**src/rtl/serial_pkg.sv**
```systemverilog
// Shared types and sizing helpers for the serial frame receive/transmit path.
package serial_pkg;

  localparam int unsigned BYTE_W = 8;

  typedef enum logic {
    ST_IDLE,
    ST_RECV
  } state_e;

  // Bits needed to hold values 0..max_val-1 (never less than one bit).
  function automatic int unsigned width_for(input int unsigned max_val);
    return (max_val < 2) ? 1 : $clog2(max_val);
  endfunction

endpackage

```
**src/rtl/serial_idle_timer.sv**
```systemverilog
// Idle-cycle counter: clear restarts it, enable advances it, expire flags TIMEOUT_CYCLES-1.
module serial_idle_timer
  import serial_pkg::*;
#(
  parameter int unsigned TIMEOUT_CYCLES = 100000
) (
  input  logic clk,
  input  logic reset,
  input  logic clear,
  input  logic enable,
  output logic expire
);

  localparam int unsigned TIMER_W = width_for(TIMEOUT_CYCLES);

  logic [TIMER_W-1:0] count;

  // expire tracks (count == TIMEOUT_CYCLES-1) as a flop; the count saturates there.
  always_ff @(posedge clk or posedge reset) begin
    if (reset) begin
      count  <= '0;
      expire <= 1'b0;
    end else if (clear) begin
      count  <= '0;
      expire <= 1'b0;
    end else if (enable && !expire) begin
      count  <= count + TIMER_W'(1);
      expire <= (count == TIMER_W'(TIMEOUT_CYCLES - 2));
    end
  end

endmodule

```
**src/rtl/serial_frame_rx.sv**
```systemverilog
// Fixed-length frame assembler with inter-byte timeout, valid/ack hold register and overrun flag.
// Optional SERIAL_RX_CHECKSUM_EN appends a trailing XOR checksum byte to each frame.
module serial_frame_rx
  import serial_pkg::*;
#(
  parameter int unsigned FRAME_BYTES    = 64,
  parameter int unsigned TIMEOUT_CYCLES = 100000,
  parameter int unsigned CNT_W          = width_for(FRAME_BYTES + 2)
) (
  input  logic                          clk,
  input  logic                          reset,
  input  logic                          rx_valid,
  input  logic [BYTE_W-1:0]             rx_data,
  output logic [FRAME_BYTES*BYTE_W-1:0] frame,
  output logic                          frame_valid,
  input  logic                          frame_ack,
  output logic [CNT_W-1:0]              byte_count,
  output logic                          timeout_err,
  output logic                          overrun,
  output logic                          chk_err
);

  localparam int unsigned FRAME_W = FRAME_BYTES * BYTE_W;
`ifdef SERIAL_RX_CHECKSUM_EN
  localparam int unsigned LAST_IDX = FRAME_BYTES;
`else
  localparam int unsigned LAST_IDX = FRAME_BYTES - 1;
`endif

  state_e             state;
  logic [FRAME_W-1:0] shift_buf;
  logic [FRAME_W-1:0] shifted;
  logic [FRAME_W-1:0] commit_data;
  logic               last_byte;
  logic               commit;
  logic               shift_en;
  logic               timer_expire;

  assign shifted   = {shift_buf[FRAME_W-BYTE_W-1:0], rx_data};
  assign last_byte = rx_valid && (state == ST_RECV) && (byte_count == CNT_W'(LAST_IDX));

  serial_idle_timer #(
    .TIMEOUT_CYCLES(TIMEOUT_CYCLES)
  ) u_idle_timer (
    .clk   (clk),
    .reset (reset),
    .clear (rx_valid || (state != ST_RECV)),
    .enable(state == ST_RECV),
    .expire(timer_expire)
  );

`ifdef SERIAL_RX_CHECKSUM_EN
  logic [BYTE_W-1:0] acc;
  logic              chk_match;

  assign chk_match   = (rx_data == acc);
  assign commit      = last_byte && chk_match;
  assign commit_data = shift_buf;
  // The checksum byte is compared, never shifted into the payload.
  assign shift_en    = rx_valid && !last_byte;

  always_ff @(posedge clk or posedge reset) begin
    if (reset) begin
      acc     <= '0;
      chk_err <= 1'b0;
    end else begin
      chk_err <= last_byte && !chk_match;
      if (rx_valid) begin
        acc <= (state == ST_IDLE) ? rx_data : (acc ^ rx_data);
      end
    end
  end
`else
  assign commit      = last_byte;
  assign commit_data = shifted;
  assign shift_en    = rx_valid;
  assign chk_err     = 1'b0;
`endif

  // Byte sequencing, timeout resync and frame hold/handshake.
  always_ff @(posedge clk or posedge reset) begin
    if (reset) begin
      state       <= ST_IDLE;
      shift_buf   <= '0;
      frame       <= '0;
      frame_valid <= 1'b0;
      byte_count  <= '0;
      timeout_err <= 1'b0;
      overrun     <= 1'b0;
    end else begin
      timeout_err <= 1'b0;
      if (shift_en) begin
        shift_buf <= shifted;
      end
      if (frame_ack) begin
        frame_valid <= 1'b0;
      end
      if (commit) begin
        frame       <= commit_data;
        frame_valid <= 1'b1;
        if (frame_valid && !frame_ack) begin
          overrun <= 1'b1;
        end
      end
      case (state)
        ST_IDLE: begin
          if (rx_valid) begin
            state      <= ST_RECV;
            byte_count <= CNT_W'(1);
          end
        end
        ST_RECV: begin
          if (rx_valid) begin
            if (last_byte) begin
              state      <= ST_IDLE;
              byte_count <= '0;
            end else begin
              byte_count <= byte_count + CNT_W'(1);
            end
          end else if (timer_expire) begin
            state       <= ST_IDLE;
            byte_count  <= '0;
            timeout_err <= 1'b1;
          end
        end
        default: state <= ST_IDLE;
      endcase
    end
  end

endmodule

```
**config.mk**
```make
export PLATFORM = sky130hd
export DESIGN_NAME = serial_frame_rx
export DESIGN_NICKNAME = d
export VERILOG_FILES = /design/src/rtl/serial_pkg.sv /design/src/rtl/serial_idle_timer.sv /design/src/rtl/serial_frame_rx.sv
export SDC_FILE = /design/constraint.sdc
export NUM_CORES = 2
export LEC_CHECK = 0
export ABC_AREA = 1
export CAP_MARGIN = 40
export CORE_UTILIZATION = 40
export CTS_CLUSTER_SIZE = 12
export DETAILED_ROUTE_END_ITERATION = 10
export HOLD_SLACK_MARGIN = 0.15
export PLACE_DENSITY = 0.73
export SETUP_SLACK_MARGIN = 0.05
export SLEW_MARGIN = 20
export SYNTH_ARGS = -nofsm -noshare
export SYNTH_HDL_FRONTEND = slang
export SYNTH_HIERARCHICAL = 1
export SYNTH_SLANG_ARGS = --single-unit
```
**constraint.sdc**
```tcl
create_clock -name clk -period 41.5 [get_ports clk]
set_input_delay 10.375 -clock clk [delete_from_list [all_inputs] [get_ports clk]]
set_output_delay 10.375 -clock clk [all_outputs]
set_load 0.05 [all_outputs]
```
==> flow_summary_export.csv <==
group,metric,value,unit
routing,wl_per_cell,16.3,um
floorplanning,die_width,322,um
clock_tree,post_cts_resized,0,
job,drv_cap,0,
routing,drc,0,
yosys,yosys.area.top_type_share,0.638,
grt,grt.total_usage,0.186,
yosys,synth_ff_type,"dfrtp_1",
clock_tree,ctsHoldBuffers,0,
outcome,status,"finished clean",
placement,dpl.hpwl,65.6,mm
clock_tree,cts.reportedPaths.clkPinSlew,0.06,ns
grt,first_global_vias,27700,
timing,finClkSkew,0.0221,ns
floorplanning,start_util,0.403,
routing,vias,27800,
cells_and_area,fillers,9027,
critical_path,slowest_delay,0.68,ns
floorplanning,fp.dieH,322,um
yosys,avgSynthCellArea,10.3,um^2
cells_and_area,final_nets,4471,
yosys,synth_seq_area_share,0.638,
clock_tree,cts_tree,"built",
timing,hold_viol,0,
yosys,synthArstFlopShare,1.00,
placement,place_area,47100,um^2
timing,rsz0062_at_grt,"false",
yosys,synth-edff-count,0,
floorplanning,coreArea,102000,um^2
yosys,netlist_area,41000,um^2
yosys,ys_seq_elements,1045,
critical_path,crit_type,"input pin to register",
floorplanning,pin_count,535,
timing,finalCriticalPeriod,14.11,ns
grt,antenna_found_initial,3,
critical_path,cp_slowest_cell,"buf_12",
yosys,yosys.area.top_type,"dfrtp_1",
yosys,synth.distinct_cells,31,
floorplanning,die_area,104000,um^2
placement,portBuffers,533,
timing,worstMarginPinSlew,1.12,ns
critical_path,r2r_slack,36.80,ns
cells_and_area,areaGrowthSynthToFinish,23.7,%
routing,antenna_left,0,
cells_and_area,final_cell_area,50700,um^2
critical_path,arrival,14.69,ns
min_path,hold_class,"register to register",
clock_tree,h-tree-depth,3,
routing,vias_per_cell,4.71,
timing,max_freq,70.9,MHz
power,power,2290,uW
timing,setup_viol,0,
critical_path,cp_cell_sequence,"buf_8 > nand2_1 > inv_2 > nand3_4 > buf_12 > buf_4 > buf_4 > buf_16 > buf_12 > nand2_1 > o21ai_2",
routing,first_pass_iters,5,
grt,grt_pass1_wl,152,mm
critical_path,cp-end-kind,"register",
routing,finalWirelength,96.1,mm
yosys,yosys_warnings,6,
routing,drtIter0Drc,2026,
power,p_per_area,45.1,nW/um^2
floorplanning,rows,117,
clock_tree,cts_sinks,1045,
clock_tree,cts_setup_buffers,0,
timing,slew_headroom,0.254,
clock_tree,insertion_delay,0.70,ns
timing,finalMaxSlewViolations,0,
timing,tns,0,ns
yosys,syn-num-nets,4009,
clock_tree,cts.path.max_buffers,3,
grt,grt_overflow_total,0,
timing,period_share,0.340,
yosys,netlist_instances,3994,
clock_tree,cts_buffers,110,
power,peakVddDrop,36.2,uV
grt,grt_max_degree,222,
power,power_leakage,0.0226,uW
clock_tree,cts-root-buf,"clkbuf_16",
cells_and_area,postLayoutCoreUtil,0.499,
critical_path,cp_max_fo,196,
critical_path,required,42.09,ns
cells_and_area,final_layout_size_suffix_gt1_frac,0.137,
yosys,synth_area_leaders,"dfrtp_1, nand2_1, o21ai_2",
placement,routabilityCongestion,0.809,
critical_path,critPathLaunchType,"input pin",
==> synth_stat cells (2+ instances only) <==
master / instances
a21oi_1: 15
buf_2: 57
buf_4: 3
buf_6: 102
clkbuf_1: 66
dfrtp_1: 1045
ha_1: 3
inv_1: 527
inv_2: 2
nand2_1: 1078
nand2_2: 3
nand3_1: 16
nand3_2: 2
nand4_1: 5
nor2_1: 33
nor2_2: 5
nor2_4: 3
o21ai_0: 518
o21ai_1: 100
o21ai_2: 400
==> cell usage in the layout (no fill, tap or decap), drive strengths merged <==
master,instances
nor2,41
nand3,18
a21o,1
a32o,1
conb,1
nand4,5
a21oi,15
buf,46
nor3b,1
o31ai,1
nor3,1
o21bai,1
clkbuf,173
dfrtp,1045
a21boi,1
o21ai,1018
nand2,1082
clkdlybuf4s50,532
inv,535
clkinv,8
a31oi,1
clkinvlp,2
ha,3
diode,2
o21a,1
bufinv,6
==> through the flow <==
| stage | cells | hold slack, ns | worst slack [ns] |
|---|---|---|---|
| finish | 5909 | 0.465 | 27.39 |
| global route | 5907 | 0.491 | 27.12 |
| CTS | 5904 | 0.466 | 27.56 |
| detailed placement | 5709 | 0.453 | 26.80 |
| global placement | 5694 | 0.439 | 26.26 |
| floorplan | 3994 | 0.450 | 2.22 |
==> critical path, delay by kind of cell <==
family | cells | cell delay (ns)
AOI/OAI and AO/OA | 1 | 0.13
and+or+nand+nor | 3 | 0.80
buffers and inverters | 7 | 2.80
==> routing by layer <==
metal  wire (um)  part of all wire  GRT usage  up-vias
met2       45100              0.47      0.294      611
met5           0                 0          0        -
met4        3390             0.035     0.0690        0
met3        6790             0.071     0.0559      173
li1            -                 -          -    13500
met1       40800              0.42      0.242    13500
==> flip-flops by register name, indices dropped and copies added, names as in the netlist <==
signal / flops
frame: 512
overrun: 1
u_idle_timer/expire: 1
u_idle_timer/count: 17
shift_buf: 504
timeout_err: 1
frame_valid: 1
byte_count: 7
state: 1
==> cell families (layout without fill, tap and decap cells) <==
group	after synthesis	count (layout)	synth area share
flip-flops	1045	1045	0.638
AND/OR/NAND/NOR	1148	1148	0.108
buffers and inverters	757	1302	0.0900
adder cells (fa/ha/maj)	3	3	0.000915
other	1	3	0.0000914
AO/OA/AOI/OAI	1040	1040	0.164
==> area by class of cell <==
| type | count | area [um^2] | share of cell area |
|---|---|---|---|
| Antenna cell | 2 | 5.00 | 0.0000986 |
| Clock inverter | 22 | 339 | 0.00668 |
| Multi-Input combinational cell | 2192 | 11200 | 0.220 |
| Sequential cell | 1045 | 26200 | 0.515 |
| Timing Repair Buffer | 578 | 6090 | 0.120 |
| Inverter | 529 | 1990 | 0.0393 |
| Clock buffer | 173 | 3270 | 0.0645 |
| Tap cell | 1368 | 1710 | 0.0337 |
==> path summary, 6_finish.rpt <==
check / startpoint / endpoint / cells after the start
max in group asynchronous: reset / frame[139] / 7
worst max register to register: byte_count[0] / frame[237] / 11
worst min-delay path: overrun / overrun / 1
worst min register to register: overrun / overrun / 1
worst max-delay path: rx_valid / frame[237] / 11
min in group asynchronous: reset / frame[331] / 2
==> where the power goes <==
part	internal, uW	leakage [uW]	switching (uW)
logic	44.1	0.00669	123
clock network	576	0.00176	401
registers	1100	0.0142	46.8
total	1720	0.0226	571
Power figures use the tool's default switching activity.
